===== config.mk =====
export PLATFORM = sky130hd
export DESIGN_NAME = vga_rtc_refresh_ctrl_flat
export DESIGN_NICKNAME = d
export VERILOG_FILES = /design/src/rtl/vga_rtc_refresh_ctrl_pkg.sv /design/src/rtl/vga_rtc_refresh_ctrl_if.sv /design/src/rtl/vga_rtc_refresh_ctrl_rtc_ack_timer.sv /design/src/rtl/vga_rtc_refresh_ctrl.sv /design/src/flat_wrapper.sv
export SDC_FILE = /design/constraint.sdc
export NUM_CORES = 1
export LEC_CHECK = 0
export BUFFER_PORTS_ARGS = -buffer_cell sky130_fd_sc_hd__clkbuf_2
export CORE_MARGIN = 1
export CORE_UTILIZATION = 45
export CTS_CLUSTER_SIZE = 28
export DETAILED_ROUTE_END_ITERATION = 8
export PLACE_DENSITY_LB_ADDON = 0.2
export SKIP_LAST_GASP = 1
export SLEW_MARGIN = 0
export SYNTH_ARGS = -nofsm -noshare
export SYNTH_HDL_FRONTEND = slang
export SYNTH_SLANG_ARGS = --single-unit

===== constraint.sdc =====
create_clock -name clk -period 2.12 [get_ports clk]
set_input_delay 0.106 -clock clk [delete_from_list [all_inputs] [get_ports clk]]
set_output_delay 0.106 -clock clk [all_outputs]
set_load 0.02 [all_outputs]

===== src/rtl/vga_rtc_refresh_ctrl_pkg.sv =====
// Shared definitions for the RTC-to-overlay refresh sequencer and the VGA renderer.
package vga_rtc_refresh_ctrl_pkg;

  localparam int unsigned NUM_FIELDS = 9;

  // Field indices, also used by the renderer for its bit-slice selection
  localparam logic [3:0] F_DIA   = 4'd0;
  localparam logic [3:0] F_MES   = 4'd1;
  localparam logic [3:0] F_ANIO  = 4'd2;
  localparam logic [3:0] F_HORA  = 4'd3;
  localparam logic [3:0] F_MIN   = 4'd4;
  localparam logic [3:0] F_SEG   = 4'd5;
  localparam logic [3:0] F_HORAT = 4'd6;
  localparam logic [3:0] F_MINT  = 4'd7;
  localparam logic [3:0] F_SEGT  = 4'd8;

  typedef enum logic [1:0] {IDLE, REQ, WAIT, COMMIT} state_t;

  function automatic logic bcd_bad(input logic [7:0] v);
    return (v[7:4] > 4'd9) || (v[3:0] > 4'd9);
  endfunction

endpackage


===== src/rtl/vga_rtc_refresh_ctrl_if.sv =====
// Request/acknowledge read bus between the refresh sequencer and the RTC controller.
interface vga_rtc_refresh_ctrl_if;
  logic       rtc_req;
  logic [3:0] rtc_addr;
  logic       rtc_ack;
  logic [7:0] rtc_data;

  modport master (output rtc_req, rtc_addr, input rtc_ack, rtc_data);
  modport slave  (input rtc_req, rtc_addr, output rtc_ack, rtc_data);
endinterface


===== src/rtl/vga_rtc_refresh_ctrl_rtc_ack_timer.sv =====
// Loadable down-counter; expired is high while the count sits at zero.
module rtc_ack_timer #(
  parameter int unsigned WIDTH = 8
) (
  input  logic             clk,
  input  logic             rst,
  input  logic             load,
  input  logic             en,
  input  logic [WIDTH-1:0] load_val,
  output logic             expired
);
  logic [WIDTH-1:0] cnt;

  always_ff @(posedge clk) begin
    if (rst)                   cnt <= '0;
    else if (load)             cnt <= load_val;
    else if (en && cnt != '0)  cnt <= cnt - WIDTH'(1);
  end

  assign expired = (cnt == '0);
endmodule


===== src/rtl/vga_rtc_refresh_ctrl.sv =====
// Per-frame RTC field fetch with atomic commit to the overlay and alarm blink phase.
// Optional macro ALARM_BLINK_EN: frame-counted blink; otherwise blink_on = registered alarma.
module vga_rtc_refresh_ctrl
  import vga_rtc_refresh_ctrl_pkg::*;
#(
  parameter int unsigned ACK_TIMEOUT = 255
`ifdef ALARM_BLINK_EN
  , parameter int unsigned BLINK_FRAMES = 30
`endif
) (
  input  logic                          clk,
  input  logic                          rst,
  input  logic                          frame_tick,
  vga_rtc_refresh_ctrl_if.master        rtc,
  input  logic                          alarma,
  output logic [8*NUM_FIELDS-1:0]       fields_out,
  output logic                          fields_valid,
  output logic                          commit_pulse,
  output logic                          timeout_err,
  output logic                          bcd_err,
  output logic                          blink_on
);
  localparam int unsigned TW = $clog2(ACK_TIMEOUT + 1);

  state_t                       state, state_d;
  logic [3:0]                   idx, idx_d;
  logic                         req_q, req_d;
  logic [NUM_FIELDS-1:0][7:0]   shadow, shadow_d, fields_q, fields_d;
  logic                         valid_d, commit_d, tmo_d, bcd_d;
  logic                         tmr_load, tmr_expired;

  rtc_ack_timer #(.WIDTH(TW)) u_ack_timer (
    .clk      (clk),
    .rst      (rst),
    .load     (tmr_load),
    .en       (state == WAIT),
    .load_val (TW'(ACK_TIMEOUT)),
    .expired  (tmr_expired)
  );

  always_ff @(posedge clk) begin
    if (rst) begin
      state        <= IDLE;
      idx          <= F_DIA;
      req_q        <= 1'b0;
      shadow       <= '0;
      fields_q     <= '0;
      fields_valid <= 1'b0;
      commit_pulse <= 1'b0;
      timeout_err  <= 1'b0;
      bcd_err      <= 1'b0;
    end else begin
      state        <= state_d;
      idx          <= idx_d;
      req_q        <= req_d;
      shadow       <= shadow_d;
      fields_q     <= fields_d;
      fields_valid <= valid_d;
      commit_pulse <= commit_d;
      timeout_err  <= tmo_d;
      bcd_err      <= bcd_d;
    end
  end

  // The first request is issued straight from IDLE so rtc_req rises the cycle after
  // frame_tick; REQ is the one-cycle gap with rtc_req low between later fields.
  always_comb begin
    state_d  = state;
    idx_d    = idx;
    req_d    = req_q;
    shadow_d = shadow;
    fields_d = fields_q;
    valid_d  = fields_valid;
    commit_d = 1'b0;
    tmo_d    = 1'b0;
    bcd_d    = bcd_err;
    tmr_load = 1'b0;
    case (state)
      IDLE: if (frame_tick) begin
        idx_d    = F_DIA;
        req_d    = 1'b1;
        tmr_load = 1'b1;
        state_d  = WAIT;
      end
      REQ: begin
        req_d    = 1'b1;
        tmr_load = 1'b1;
        state_d  = WAIT;
      end
      WAIT: begin
        if (rtc.rtc_ack) begin
          shadow_d[idx] = rtc.rtc_data;
          if (bcd_bad(rtc.rtc_data)) bcd_d = 1'b1;
          req_d = 1'b0;
          if (idx == F_SEGT) begin
            state_d = COMMIT;
          end else begin
            idx_d   = idx + 4'd1;
            state_d = REQ;
          end
        end else if (tmr_expired) begin
          req_d    = 1'b0;
          tmo_d    = 1'b1;
          shadow_d = '0;
          idx_d    = F_DIA;
          state_d  = IDLE;
        end
      end
      COMMIT: begin
        fields_d = shadow;
        commit_d = 1'b1;
        valid_d  = 1'b1;
        idx_d    = F_DIA;
        state_d  = IDLE;
      end
      default: state_d = IDLE;
    endcase
  end

  assign rtc.rtc_req  = req_q;
  assign rtc.rtc_addr = idx;
  assign fields_out   = fields_q;

`ifdef ALARM_BLINK_EN
  localparam int unsigned BW = $clog2(BLINK_FRAMES + 1);
  logic [BW-1:0] blink_cnt;

  always_ff @(posedge clk) begin
    if (rst || !alarma) begin
      blink_cnt <= '0;
      blink_on  <= 1'b0;
    end else if (frame_tick) begin
      if (blink_cnt == BW'(BLINK_FRAMES - 1)) begin
        blink_cnt <= '0;
        blink_on  <= ~blink_on;
      end else begin
        blink_cnt <= blink_cnt + BW'(1);
      end
    end
  end
`else
  always_ff @(posedge clk) begin
    if (rst) blink_on <= 1'b0;
    else     blink_on <= alarma;
  end
`endif

endmodule


===== src/flat_wrapper.sv =====
// flat-port wrapper written by rule: the top's interface ports become plain ports
module vga_rtc_refresh_ctrl_flat import vga_rtc_refresh_ctrl_pkg::*;
#(
  parameter int unsigned ACK_TIMEOUT = 255

)
  (clk, rst, frame_tick, alarma, fields_out, fields_valid, commit_pulse, timeout_err, bcd_err, blink_on, rtc_rtc_req, rtc_rtc_addr, rtc_rtc_ack, rtc_rtc_data);
  vga_rtc_refresh_ctrl_if rtc_i ();
  input  logic clk;
  input  logic rst;
  input  logic frame_tick;
  input  logic alarma;
  output logic [8*NUM_FIELDS-1:0] fields_out;
  output logic fields_valid;
  output logic commit_pulse;
  output logic timeout_err;
  output logic bcd_err;
  output logic blink_on;
  output wire logic [$bits(rtc_i.rtc_req)-1:0] rtc_rtc_req;
  output wire logic [$bits(rtc_i.rtc_addr)-1:0] rtc_rtc_addr;
  input wire logic [$bits(rtc_i.rtc_ack)-1:0] rtc_rtc_ack;
  input wire logic [$bits(rtc_i.rtc_data)-1:0] rtc_rtc_data;
  assign rtc_rtc_req = rtc_i.rtc_req;
  assign rtc_rtc_addr = rtc_i.rtc_addr;
  assign rtc_i.rtc_ack = rtc_rtc_ack;
  assign rtc_i.rtc_data = rtc_rtc_data;
  vga_rtc_refresh_ctrl #(.ACK_TIMEOUT(ACK_TIMEOUT)) u_core (.clk(clk), .rst(rst), .frame_tick(frame_tick), .rtc(rtc_i), .alarma(alarma), .fields_out(fields_out), .fields_valid(fields_valid), .commit_pulse(commit_pulse), .timeout_err(timeout_err), .bcd_err(bcd_err), .blink_on(blink_on));
endmodule

==> results.py, run 1 <==
metrics = {
    "min_path": {
        "min_path_cells": 3,
        "min_path_type": "in2reg",
        "min_from": "rtc_rtc_data[1]",
    },
    "drt": {
        "num_vias": 5703,
        "drt-vias-per-instance": 5.43,
        "ant_nets": 0,
        "drcViolationCount": 0,
        "drt_pre_antenna_iters": 5,
        "drt-wirelength-per-cell_microns": 15.5,
        "drt_iter0_markers": 397,
        "wirelength_microns": 16200,
    },
    "setup_path": {
        "crit_cells": 5,
        "path_max_fanout": 10,
        "reg2reg_from": "u_core.rtc.rtc_addr[0]",
        "worstPathCellList": "inv_1 -> ha_1 -> and3b_1 -> a311oi_2 -> a311oi_1",
        "crit_path_start_kind": "register",
        "max_stage_delay_ps": 470,
        "cp_slowest_cell": "a311oi_2",
        "r2r_cells": 5,
        "critPathBufInv": 1,
        "crit_arrival_ps": 2200,
        "critPathKind": "reg2reg",
        "required_ps": 2400,
        "cp_top_family": "compound AO/OA/AOI/OAI gates",
        "critPathLaunch": "u_core.rtc.rtc_addr[0]",
        "end_kind": "register",
    },
    "flow_run": {
        "drv_cap": 0,
    },
    "layout": {
        "fin_nets": 877,
        "fin_area_sq_um": 7640,
        "antenna_cells": 0,
        "syn_to_final_growth_pct": 18.7,
        "drive_gt1_share_pct": 18.9,
    },
    "die": {
        "rows": 43,
        "core_region_area_sq_um": 13900,
        "fp.dieW_microns": 122,
        "start_util_pct": 46.2,
        "dieHeight_microns": 122,
        "boundaryPins": 95,
        "die_area_sq_um": 14800,
    },
    "pwr": {
        "clock_power_share_pct": 45.5,
        "p_int_mw": 5.04,
        "ir_drop_v": 0.000508,
        "finalPower_mw": 6.56,
        "combPwrFrac_pct": 6.4,
        "p_leak_nw": 2.77,
        "p_seq_share_pct": 48.1,
        "netSwitchingFraction_pct": 23.2,
        "power.density_nw_per_um2": 858,
        "p_switching_mw": 1.52,
    },
    "timing": {
        "fin_crit_ps": 1920,
        "rsz0062_at_grt": "no",
        "fmax_mhz": 522,
        "tns_ps": 0,
        "hold_viol": 0,
        "tightest_slew_ps": 552,
        "finalSetupViolCount": 0,
        "skew_ps": 6.59,
        "fin_crit_sh_pct": 90.4,
        "slew_headroom_pct": 62.3,
        "hold_ws_ps": 27.5,
        "slew_viol_final": 0,
    },
    "logic_synthesis": {
        "synth_edf_count": 0,
        "synth-main-ff-cell": "dfxtp_1",
        "synth-adder-area-share_pct": 1.17,
        "synth_compound_area_share_pct": 22.6,
        "synth-xor-area-share_pct": 0.272,
        "synth-seq-area-share_pct": 51.0,
        "synth_top_family_by_area": "compound AO/OA/AOI/OAI gates",
        "synthSimpleGateAreaFrac_pct": 19.7,
        "postSynthCellCount": 785,
        "async_reset_ff_share_pct": 0,
        "synth_nets": 804,
        "synth_area_per_cell_sq_um": 8.21,
        "ys_warn_count": 0,
        "ys_types": 43,
        "synth_seq_cells": 164,
        "synth_area_sq_um": 6440,
        "synthMuxAreaShare_pct": 0.155,
    },
    "clocking": {
        "cts_tree": "done",
        "path_clk_slew_ps": 60,
        "ctsRootBufferMaster": "clkbuf_16",
        "clk_path_buf_depth": 2,
        "cts_setup_buffers": 0,
        "cts_max_level": 4,
        "cts_buffers": 17,
        "cts_sinks": 164,
        "clk_latency_ps": 430,
    },
    "grt": {
        "antenna_found_initial": 0,
        "grt_pass1_vias": 5336,
        "grt_overflow": 0,
        "grtUsageTotal_pct": 22.6,
        "grt_pass1_wl_microns": 25800,
        "grt_max_degree": 70,
    },
    "place": {
        "place_area_sq_um": 7060,
        "hpwl_microns": 10600,
        "port_buffers": 94,
        "place.gp.congestion": 0.879,
    },
    "run_status": {
        "outcome": "complete, no violations",
    },
}
## synth_stat cells, drive strengths merged, types with 3 or more instances
master	count	share of area, %
dfxtp	164	51
ha	6	1.2
a21oi	154	12
nor2	15	0.87
nand3	3	0.23
inv	6	0.35
a211oi	6	0.70
nor3	7	0.54
buf	22	2.0
a31oi	10	3.1
and2	9	0.87
a311oi	4	0.64
o21ai	75	5.8
and4b	5	0.78
nor2b	3	0.29
clkbuf	44	2.6
nor4bb	4	0.62
nand2	219	13
and3	8	0.78
nand3b	4	0.47
## layout make-up
cell class / instances / area, sq um
Timing Repair Buffer: 121 / 703
Clock inverter: 8 / 101
Fill cell: 1302 / 6290
Tap cell: 180 / 225
Clock buffer: 24 / 472
Sequential cell: 164 / 3280
Inverter: 7 / 26.3
Multi-Input combinational cell: 547 / 2830
## per-layer routing
layer	GRT usage [%]	share of wire (%)	vias to the layer above
met3	5.34	4.9	29
met1	27.5	45	2714
li1	-	-	2803
met5	0	0	-
met4	10.5	2.2	0
met2	37.6	48	157
## cell usage in the layout, fill, tap and decap left out, drive strengths merged, types with 2 or more instances in the layout
cell type  Yosys  layout
nand2        219     219
dfxtp        164     164
a21oi        154     154
clkbuf        44     117
o21ai         75      75
buf           22      27
nor2          15      15
a31oi         10      10
and2           9       9
and3           8       8
nor3           7       7
inv            6       6
a211oi         6       6
ha             6       6
and4b          5       5
nor4bb         4       4
nand3b         4       4
a311oi         4       4
clkinv         1       4
nor2b          3       3
nand3          3       3
clkinvlp       0       3
or2            2       2
o31ai          2       2
bufinv         0       2
nor3b          2       2
## worst register-to-register path: stages (launching register included)
cell and delay, ps:
dfxtp_1 440, inv_1 120, ha_1 280, and3b_1 300, a311oi_2 470, a311oi_1 160
## repair_timing
| item | 4_1_cts | 5_1_grt |
|---|---|---|
| endpoints found under the hold margin | 1 | 0 |
| gates resized for setup | 0 | 0 |
| hold buffers | 1 | 0 |
## worst paths after layout
kind	to	slack (ps)
worst max-delay path	u_core.rtc.rtc_addr[3]	200
worst min-delay path	u_core.bcd_err	30
worst max register to register	u_core.rtc.rtc_addr[3]	200
worst min register to register	u_core.fields_out[51]	450
## registers in the layout (all words and copies together) (netlist names)
| signal | cells |
|---|---|
| u_core.shadow | 72 |
| u_core.timeout_err | 1 |
| u_core.blink_on | 1 |
| u_core.bcd_err | 1 |
| u_core.rtc.rtc_addr | 4 |
| u_core.u_ack_timer.cnt | 8 |
| u_core.state | 2 |
| u_core.commit_pulse | 1 |
| u_core.fields_out | 72 |
| u_core.fields_valid | 1 |
| u_core.rtc.rtc_req | 1 |
## per-stage QoR
stage	worst slack [ps]	util, %	cells
after floorplan	257	-	785
after global placement	426	50.7	1018
after detailed placement	260	50.7	1018
final	204	54.9	1051
after CTS	244	54.9	1051
after global routing	79.5	54.9	1051
## power by group through the flow
stage / combinational [mW] / clock, mW / sequential [mW]
4_1_cts: 0.417 / 3.04 / 3.15
2_1_floorplan: 0.302 / 0 / 3.22
6_report: 0.420 / 2.98 / 3.15
5_1_grt: 0.455 / 3.18 / 3.16
3_3_place_gp: 0.400 / 0 / 3.22
3_5_place_dp: 0.414 / 0 / 3.22
## logic make-up (layout without fill, tap and decap cells)
kind of cell / after synthesis / after routing
compound gates: 252 / 252
mux: 1 / 1
buf+inv: 74 / 160
simple gates: 286 / 286
flops: 164 / 164
fa+ha+maj: 6 / 6
xor+xnor: 2 / 2
Note: power is estimated with default switching activity, not from simulation.
==> run 2, diff against run 1 <==
Settings changed: CORE_MARGIN 1 to 2.
==> run 2 against run 1 <==
Net effect: register-to-register slack is essentially flat; clock skew grew 3.5 ps; global-route usage shrank 1.4 points; critical path depth is the same; sequential power is essentially flat; sequential share of layout area grew 0.20 points; critical path type unchanged; largest power group unchanged.
==> results.py, run 2 (synthesis results as in run 1) <==
metrics = {
    "run_status": {
        "outcome": "complete, no violations",
    },
    "place": {
        "port_buffers": 94,
        "hpwl_microns": 10500,
        "placedCellCount": 1014,
        "place_area_sq_um": 7040,
        "place_ws_ps": 243,
        "place.gp.congestion": 0.838,
    },
    "setup_path": {
        "required_ps": 2390,
        "worstPathCellList": "inv_1 -> ha_1 -> and3b_1 -> a311oi_2 -> a311oi_1",
        "end_kind": "register",
        "crit_path_start_kind": "register",
        "reg2reg_slack_ps": 220,
        "critPathKind": "reg2reg",
        "path_max_fanout": 10,
        "max_stage_delay_ps": 460,
        "crit_arrival_ps": 2180,
        "cp_slowest_cell": "a311oi_2",
    },
    "die": {
        "boundaryPins": 95,
        "core_region_area_sq_um": 13900,
        "die_area_sq_um": 15300,
        "start_util_pct": 46.2,
        "rows": 43,
        "fp.dieW_microns": 124,
        "dieHeight_microns": 124,
    },
    "grt": {
        "grt_pass1_vias": 5251,
        "antenna_found_initial": 0,
        "grt_pass1_wl_microns": 25200,
        "grtUsageTotal_pct": 21.2,
        "grt_overflow": 0,
        "grt_max_degree": 94,
    },
    "drt": {
        "ant_nets": 0,
        "drcViolationCount": 0,
        "drt_iter0_markers": 278,
        "drt-wirelength-per-cell_microns": 15.1,
        "wirelength_microns": 15800,
        "drt_pre_antenna_iters": 5,
        "drt-vias-per-instance": 5.41,
        "num_vias": 5660,
    },
    "timing": {
        "tightest_slew_ps": 647,
        "fmax_mhz": 526,
        "finalSetupViolCount": 0,
        "hold_viol": 0,
        "fin_ws_ps": 217,
        "skew_ps": 10.1,
        "slew_viol_final": 0,
        "fin_crit_ps": 1900,
        "fin_crit_sh_pct": 89.8,
        "rsz0062_at_grt": "no",
        "slew_headroom_pct": 55.7,
        "tns_ps": 0,
    },
    "pwr": {
        "ir_drop_v": 0.000506,
        "finalPower_mw": 6.44,
        "power.density_nw_per_um2": 846,
        "p_leak_nw": 2.74,
    },
    "flow_run": {
        "drv_cap": 0,
    },
    "layout": {
        "multi_input_area_sq_um": 2830,
        "stdcell_count": 1046,
        "fin_area_sq_um": 7610,
        "n_fill_cell": 1322,
        "antenna_cells": 0,
        "final_cell_mix": "nand2_1 (218), dfxtp_1 (164), a21oi_1 (154)",
        "fin_nets": 873,
        "drive_gt1_share_pct": 18.8,
        "layout_commonest_cell": "nand2_1",
        "seq_area_sq_um": 3280,
        "syn_to_final_growth_pct": 18.1,
    },
    "clocking": {
        "cts_max_level": 4,
        "post_cts_resized": 0,
        "cts_buffers": 17,
        "cts_tree": "done",
        "path_clk_slew_ps": 70,
        "cts_sinks": 164,
        "clk_latency_ps": 430,
        "ctsRootBufferMaster": "clkbuf_16",
        "clk_path_buf_depth": 2,
    },
    "min_path": {
        "min_path_type": "in2reg",
    },
}
[run 2: routing by layer]
| layer | vias up | track usage, % | share of wire (%) |
|---|---|---|---|
| met5 | - | 0 | 0 |
| met4 | 0 | 9.30 | 2.5 |
| met3 | 30 | 4.99 | 4.9 |
| met2 | 144 | 33.9 | 48 |
| met1 | 2686 | 27.2 | 45 |
| li1 | 2800 | - | - |
[run 2: critical path: cells and delay by family (launching register included)]
family                   cells  cell delay [ps]
AO/OA/AOI/OAI                2              610
flip-flops                   1              430
AND/OR/NAND/NOR              1              320
adder cells (fa/ha/maj)      1              280
buffers and inverters        1              120
[run 2: final timing paths]
check                           cells after the start              startpoint                     end
worst min-delay path                                3         rtc_rtc_data[5]          u_core.bcd_err
worst min register to register                      2       u_core.shadow[62]   u_core.fields_out[62]
worst max register to register                      5  u_core.rtc.rtc_addr[0]  u_core.rtc.rtc_addr[3]
worst max-delay path                                5  u_core.rtc.rtc_addr[0]  u_core.rtc.rtc_addr[3]
[run 2: cell type report]
type | count | share of cell area, %
Tap cell | 180 | 2.96
Inverter | 7 | 0.345
Clock buffer | 22 | 6.23
Clock inverter | 9 | 1.05
Sequential cell | 164 | 43.2
Timing Repair Buffer | 117 | 9.01
Multi-Input combinational cell | 547 | 37.2
[run 2: stage by stage]
stage / hold slack [ps] / utilization (%)
floorplan: 234 / -
global placement: 322 / 50.6
detailed placement: 323 / 50.6
CTS: 9.76 / 54.6
global route: 52.5 / 54.6
finish: 23.9 / 54.6
[run 2: where the power goes]
| group | internal, mW | total (mW) | switching (mW) |
|---|---|---|---|
| Clock | 1.69 | 2.88 | 1.18 |
| Sequential | 3.11 | 3.15 | 0.0388 |
| Combinational | 0.125 | 0.406 | 0.281 |
[run 2: timing repair]
action / in CTS / in global routing
setup buffers: 0 / 0
hold buffers: 1 / 0
hold endpoints to repair: 1 / 0
